File: src/rtl/odometry_pkg.sv
// Shared definitions for the wheel-odometry window sampler.
//   state_e      : controller state (StIdle, StRun)
//   WinIdW       : width of the window sequence number
//   DefaultCntW  : default per-wheel tick counter width
package odometry_pkg;

    typedef enum logic [0:0] {
        StIdle = 1'b0,
        StRun  = 1'b1
    } state_e;

    localparam int unsigned WinIdW      = 8;
    localparam int unsigned DefaultCntW = 16;

endpackage

File: src/rtl/edge_sync.sv
// Two-flop synchronizer followed by a rising-edge detector for one raw encoder line.
// Ports:
//   clk_i   : system clock
//   rst_ni  : asynchronous active-low reset
//   raw_i   : raw encoder level, asynchronous to clk_i
//   pulse_o : one-cycle pulse per synchronized rising edge
module edge_sync (
    input  logic clk_i,
    input  logic rst_ni,
    input  logic raw_i,
    output logic pulse_o
);

    logic sync1_q, sync2_q, prev_q;
    logic sync1_d, sync2_d, prev_d;

    always_comb begin
        sync1_d = raw_i;
        sync2_d = sync1_q;
        prev_d  = sync2_q;
    end

    always_ff @(posedge clk_i or negedge rst_ni) begin
        if (!rst_ni) begin
            sync1_q <= 1'b0;
            sync2_q <= 1'b0;
            prev_q  <= 1'b0;
        end else begin
            sync1_q <= sync1_d;
            sync2_q <= sync2_d;
            prev_q  <= prev_d;
        end
    end

    // Pulse is formed from registered values only, so it is glitch-free.
    assign pulse_o = sync2_q & ~prev_q;

endmodule

File: src/rtl/odometry_window_ctrl.sv
// Windowed tick sampler for left/right wheel encoders.
// Counts synchronized rising edges per wheel over WINDOW_CYCLES clocks while running, then
// latches both counts (plus saturation flags and a sequence number) into a sample register
// that the consumer drains with a valid/ack handshake. A closed window that finds the sample
// register still full is dropped and reported through the sticky overrun flag.
// Ports:
//   clk, rst (async, active low)
//   enc_l, enc_r        : raw encoder pulses
//   start, stop         : single-cycle control pulses (stop has priority)
//   rd_ack              : consumer accepts the current sample
//   busy                : controller is running
//   sample_valid        : sample register holds an unread sample
//   ticks_l, ticks_r    : latched tick counts
//   sat_l, sat_r        : latched saturation flags
//   window_id           : sequence number of the latched window
//   overrun             : sticky, a completed window was dropped
module odometry_window_ctrl
    import odometry_pkg::*;
#(
    parameter int unsigned WINDOW_CYCLES = 100000,
    parameter int unsigned CNT_W         = DefaultCntW
) (
    input  logic              clk,
    input  logic              rst,
    input  logic              enc_l,
    input  logic              enc_r,
    input  logic              start,
    input  logic              stop,
    input  logic              rd_ack,
    output logic              busy,
    output logic              sample_valid,
    output logic [CNT_W-1:0]  ticks_l,
    output logic [CNT_W-1:0]  ticks_r,
    output logic              sat_l,
    output logic              sat_r,
    output logic [WinIdW-1:0] window_id,
    output logic              overrun
);

    localparam int unsigned WinCntW = $clog2(WINDOW_CYCLES);
    localparam logic [WinCntW-1:0] WinLast = WinCntW'(WINDOW_CYCLES - 1);
    localparam logic [CNT_W-1:0]   CntMax  = {CNT_W{1'b1}};

    logic pulse_l, pulse_r;

    edge_sync u_sync_l (
        .clk_i   (clk),
        .rst_ni  (rst),
        .raw_i   (enc_l),
        .pulse_o (pulse_l)
    );

    edge_sync u_sync_r (
        .clk_i   (clk),
        .rst_ni  (rst),
        .raw_i   (enc_r),
        .pulse_o (pulse_r)
    );

    state_e              state_q, state_d;
    logic                busy_q, busy_d;
    logic [WinCntW-1:0]  win_cnt_q, win_cnt_d;
    logic [CNT_W-1:0]    cnt_l_q, cnt_l_d, cnt_r_q, cnt_r_d;
    logic                run_sat_l_q, run_sat_l_d, run_sat_r_q, run_sat_r_d;
    logic                valid_q, valid_d;
    logic [CNT_W-1:0]    ticks_l_q, ticks_l_d, ticks_r_q, ticks_r_d;
    logic                sat_l_q, sat_l_d, sat_r_q, sat_r_d;
    logic [WinIdW-1:0]   win_id_q, win_id_d;
    logic                overrun_q, overrun_d;

    // Running counts including this cycle's pulse, so a tick on the terminal cycle
    // lands in the window that is closing.
    logic [CNT_W-1:0]    cnt_l_nxt, cnt_r_nxt;
    logic                sat_l_nxt, sat_r_nxt;
    logic                load;

    always_comb begin
        cnt_l_nxt = cnt_l_q;
        sat_l_nxt = run_sat_l_q;
        if (pulse_l) begin
            if (cnt_l_q == CntMax) sat_l_nxt = 1'b1;
            else                   cnt_l_nxt = cnt_l_q + CNT_W'(1);
        end
        cnt_r_nxt = cnt_r_q;
        sat_r_nxt = run_sat_r_q;
        if (pulse_r) begin
            if (cnt_r_q == CntMax) sat_r_nxt = 1'b1;
            else                   cnt_r_nxt = cnt_r_q + CNT_W'(1);
        end
    end

    always_comb begin
        state_d     = state_q;
        win_cnt_d   = win_cnt_q;
        cnt_l_d     = cnt_l_q;
        cnt_r_d     = cnt_r_q;
        run_sat_l_d = run_sat_l_q;
        run_sat_r_d = run_sat_r_q;
        valid_d     = valid_q;
        ticks_l_d   = ticks_l_q;
        ticks_r_d   = ticks_r_q;
        sat_l_d     = sat_l_q;
        sat_r_d     = sat_r_q;
        win_id_d    = win_id_q;
        overrun_d   = overrun_q;
        load        = 1'b0;

        case (state_q)
            StIdle: begin
                if (start && !stop) begin
                    state_d     = StRun;
                    win_cnt_d   = '0;
                    cnt_l_d     = '0;
                    cnt_r_d     = '0;
                    run_sat_l_d = 1'b0;
                    run_sat_r_d = 1'b0;
                    overrun_d   = 1'b0;
                end
            end
            StRun: begin
                if (stop) begin
                    // Partial window is abandoned; counters are cleared on the next start.
                    state_d = StIdle;
                end else if (win_cnt_q == WinLast) begin
                    win_cnt_d   = '0;
                    cnt_l_d     = '0;
                    cnt_r_d     = '0;
                    run_sat_l_d = 1'b0;
                    run_sat_r_d = 1'b0;
                    if (!valid_q || rd_ack) begin
                        load      = 1'b1;
                        ticks_l_d = cnt_l_nxt;
                        ticks_r_d = cnt_r_nxt;
                        sat_l_d   = sat_l_nxt;
                        sat_r_d   = sat_r_nxt;
                        win_id_d  = win_id_q + WinIdW'(1);
                    end else begin
                        overrun_d = 1'b1;
                    end
                end else begin
                    win_cnt_d   = win_cnt_q + WinCntW'(1);
                    cnt_l_d     = cnt_l_nxt;
                    cnt_r_d     = cnt_r_nxt;
                    run_sat_l_d = sat_l_nxt;
                    run_sat_r_d = sat_r_nxt;
                end
            end
            default: state_d = StIdle;
        endcase

        // A fresh load takes precedence over an ack of the sample it replaces.
        if (load)                   valid_d = 1'b1;
        else if (valid_q && rd_ack) valid_d = 1'b0;

        busy_d = (state_d == StRun);
    end

    always_ff @(posedge clk or negedge rst) begin
        if (!rst) begin
            state_q     <= StIdle;
            busy_q      <= 1'b0;
            win_cnt_q   <= '0;
            cnt_l_q     <= '0;
            cnt_r_q     <= '0;
            run_sat_l_q <= 1'b0;
            run_sat_r_q <= 1'b0;
            valid_q     <= 1'b0;
            ticks_l_q   <= '0;
            ticks_r_q   <= '0;
            sat_l_q     <= 1'b0;
            sat_r_q     <= 1'b0;
            win_id_q    <= '0;
            overrun_q   <= 1'b0;
        end else begin
            state_q     <= state_d;
            busy_q      <= busy_d;
            win_cnt_q   <= win_cnt_d;
            cnt_l_q     <= cnt_l_d;
            cnt_r_q     <= cnt_r_d;
            run_sat_l_q <= run_sat_l_d;
            run_sat_r_q <= run_sat_r_d;
            valid_q     <= valid_d;
            ticks_l_q   <= ticks_l_d;
            ticks_r_q   <= ticks_r_d;
            sat_l_q     <= sat_l_d;
            sat_r_q     <= sat_r_d;
            win_id_q    <= win_id_d;
            overrun_q   <= overrun_d;
        end
    end

    assign busy         = busy_q;
    assign sample_valid = valid_q;
    assign ticks_l      = ticks_l_q;
    assign ticks_r      = ticks_r_q;
    assign sat_l        = sat_l_q;
    assign sat_r        = sat_r_q;
    assign window_id    = win_id_q;
    assign overrun      = overrun_q;

endmodule

File: config.mk
export PLATFORM = sky130hd
export DESIGN_NAME = odometry_window_ctrl
export DESIGN_NICKNAME = d
export VERILOG_FILES = /design/src/rtl/odometry_pkg.sv /design/src/rtl/edge_sync.sv /design/src/rtl/odometry_window_ctrl.sv
export SDC_FILE = /design/constraint.sdc
export NUM_CORES = 1
export LEC_CHECK = 0
export BUFFER_PORTS_ARGS = -buffer_cell sky130_fd_sc_hd__buf_2
export CORE_MARGIN = 4
export CORE_UTILIZATION = 50
export DETAILED_ROUTE_END_ITERATION = 12
export PLACE_DENSITY = 0.76
export SLEW_MARGIN = 20
export SYNTH_ARGS = -nofsm -noshare
export SYNTH_HDL_FRONTEND = slang
export SYNTH_HIERARCHICAL = 1
export SYNTH_SLANG_ARGS = --single-unit
File: constraint.sdc
create_clock -name clk -period 3.57 [get_ports clk]
set_clock_uncertainty 0.05 [all_clocks]
set_input_delay 0.1785 -clock clk [delete_from_list [all_inputs] [get_ports clk]]
set_output_delay 0.1785 -clock clk [all_outputs]
set_load 0.05 [all_outputs]
==> impl_metrics.csv <==
group,metric,value,unit
drt,vias,4178,
sta,fin_crit_sh,74.3,%
worst_setup_path,crit_family,"simple AND/OR/NAND/NOR gates",
die,fp.dieArea,0.0120,mm²
clocking,cts_buffers,9,
die,row_count,36,
place,port_buffers,51,
synthesis,async_flop_share,100,%
sta,finalHoldViolations,0,
clocking,clk_pin_slew,0.10,ns
flow_run,drv_cap,0,
worst_setup_path,critPathBufInv,1,
sta,worst_pin_slew,0.903,ns
worst_setup_path,criticalPathCategory,"flip-flop to flip-flop",
drt,first_pass_iters,5,
clocking,cts_root_buffer,"clkbuf_8",
status,outcome,"finished, final reports clean",
synthesis,muxShareOfSynthArea,1.19,%
drt,drcViolationCount,0,
drt,routed_via_density,5.78,
worst_setup_path,crit_path_start_kind,"flip-flop",
synthesis,synth-simple-area-share,23.6,%
worst_setup_path,path_max_fanout,30,
synthesis,synthCells,547,
sta,setup_viol,0,
worst_setup_path,path_cells,"or4b_1 > nor4_4 > nand4_4 > buf_4 > nor2b_1 > a21oi_1",
clocking,insertion_delay,0.37,ns
power_and_ir_drop,peakVddDrop,0.246,mV
sta,timing.fmax,0.377,GHz
synthesis,synth_edf_count,0,
place,gp_congestion,0.925,
die,io_pins,52,
drt,drt_iter0_drc,294,
place,hpwl,7.62,mm
worst_setup_path,cp-end-kind,"flip-flop",
finish,seq_area,0.00255,mm²
clocking,postCtsSetupRepairBufs,0,
synthesis,synth-compound-area-share,14.5,%
synthesis,ys.flop_type,"dfrtp_1",
synthesis,synth_top_family_by_area,"simple AND/OR/NAND/NOR gates",
synthesis,ys_ff_latch,102,
power_and_ir_drop,totalPowerFinal,0.00202,W
finish,nets,596,
global_route,grt_overflow,0,
sta,rsz0062_at_grt,"false",
clocking,clock_path_buffers,2,
global_route,grt_pass1_vias,3942,
synthesis,synthAdderAreaFrac,0.973,%
clocking,h-tree-depth,3,
die,floorplan.initialDensity,51.9,%
power_and_ir_drop,cellPowerDensity,355,mW/mm²
synthesis,yosysSeqAreaShare,49.6,%
global_route,grt_pass1_wl,18.9,mm
finish,fill_cells,878,
die,die_w,109,µm
drt,wl,11.1,mm
sta,hold_slack,0.0552,ns
worst_setup_path,max_stage_delay,0.58,ns
clocking,cts_tree,"built",
min_path,hold_path.class,"input port to flip-flop",
global_route,grt_usage,19.5,%
sta,slew_headroom,39.7,%
worst_setup_path,startpoint,"win_cnt_q[14]",
worst_setup_path,cp.arrival,2.90,ns
synthesis,synth_xor_xnor_area_share,6.64,%
min_path,worstHoldStart,"start",
global_route,grt_max_degree,86,
finish,drive_above_1_share,14.4,%
synthesis,avgSynthCellArea,9.40,µm²
global_route,antenna_found_initial,0,
sta,slew_violations,0,
worst_setup_path,required,3.82,ns
worst_setup_path,slowest_stage,"or4b_1",
synthesis,syn-num-nets,558,
synthesis,netlist_area,0.00514,mm²
synthesis,ys_types,54,
drt,postRouteAntennaNets,0,
worst_setup_path,r2r_start,"win_cnt_q[14]",
power_and_ir_drop,p_leak,2.56,nW
sta,fin_crit,2.65,ns
synthesis,synth_warnings,6,
finish,area_growth,10.9,%
sta,finalSetupTns,0,ns
finish,layout_common_cells,"102 x dfrtp_1, 60 x nand2_1, 50 x buf_2",
clocking,cts_resized,0,
finish,layout_commonest_cell,"dfrtp_1",
clocking,clock-sinks,102,
finish,multi_input_area,0.00243,mm²
die,coreArea,0.00991,mm²
drt,wl_per_cell,15.4,µm
die,die_h,109,µm
finish,diodes,0,
report_power, final:
group / total [W] / switching, W / internal, W
Sequential: 0.00121 / 0.0000317 / 0.00118
Clock: 0.000681 / 0.000421 / 0.000260
Combinational: 0.000134 / 0.0000873 / 0.0000463
cell families after synthesis:
group                      after synthesis
and+or+nand+nor                        226
AOI/OAI and AO/OA                      127
DFF                                    102
buffers and inverters                   43
xor gates and xnor gates                39
muxes                                    6
adders and majority gates                4
what timing repair did:
item | CTS | global route
hold buffers | 3 | 0
endpoints found under the hold margin | 11 | 0
setup endpoints to repair | 0 | 0
final timing paths:
path	end	slack [ns]	depth (start not counted)
worst max-delay path	ticks_r[15]	0.92	6
worst min-delay path	overrun	0.06	3
worst max register to register	ticks_r[15]	0.92	6
worst min register to register	u_sync_l/prev_d	0.31	0
max in group asynchronous	cnt_l_q[15]	2.31	3
min in group asynchronous	window_id[3]	0.37	2
stage by stage:
step	std cells	area [µm²]	utilization [%]	setup slack [ns]
after CTS	723	5700	57.5	0.902
after global routing	723	5700	57.5	0.732
after detailed placement	704	5490	55.4	0.924
after floorplan	547	5140	-	1.42
final	723	5700	57.5	0.917
after global placement	704	5490	55.4	0.999
sequential cells by signal, indices dropped and copies added, names as in the netlist, 8 cells and up:
signal     cells
win_cnt_q     17
cnt_l_q       16
cnt_r_q       16
ticks_l       16
ticks_r       16
window_id      8
per-layer routing:
layer	GRT usage (%)	up-vias	routed length, µm
met4	5.52	0	135
li1	-	2024	-
met3	3.58	15	648
met1	27.8	2015	5250
met2	30.6	124	5120
met5	0	-	0
area by class of cell:
cell class	instances	area share [%]
clock buffer	9	2.17
clock inverter	7	0.988
inverter	11	0.724
multi-input combinational	402	42.6
sequential	102	44.8
tap	133	2.92
timing repair buffer	59	5.77
synthesized netlist by cell type (2+ instances only):
cell / count / area share [%]
and3_1: 17 / 2.1
xor2_1: 15 / 2.6
xnor2_1: 24 / 4.1
o21a_1: 2 / 0.29
a21boi_1: 2 / 0.29
nand2b_1: 16 / 1.9
or3_1: 5 / 0.61
buf_2: 11 / 1.1
nand3_1: 21 / 2.0
o21ai_0: 15 / 1.5
nand4_1: 19 / 2.3
nor3_1: 12 / 1.2
a211oi_1: 2 / 0.29
or4b_1: 2 / 0.39
a21oi_1: 35 / 3.4
a31oi_1: 21 / 2.6
mux2i_1: 5 / 0.97
nor2_1: 39 / 2.8
or4_1: 4 / 0.58
nor2b_1: 2 / 0.24
o21ai_1: 31 / 3.0
inv_1: 11 / 0.80
o211ai_1: 2 / 0.29
and4_1: 10 / 1.7
nor3_2: 2 / 0.39
nor2b_4: 2 / 0.54
nor4_1: 6 / 0.73
ha_1: 4 / 0.97
o31ai_1: 5 / 0.73
dfrtp_1: 102 / 50
and2_1: 2 / 0.24
clkbuf_1: 20 / 1.5
nand2_1: 60 / 4.4
worst min-delay path: cells and delay by family:
kind,cells,cell delay [ns]
AOI/OAI and AO/OA,2,0.15
buffers and inverters,1,0.11
Power figures use the tool's default switching activity.
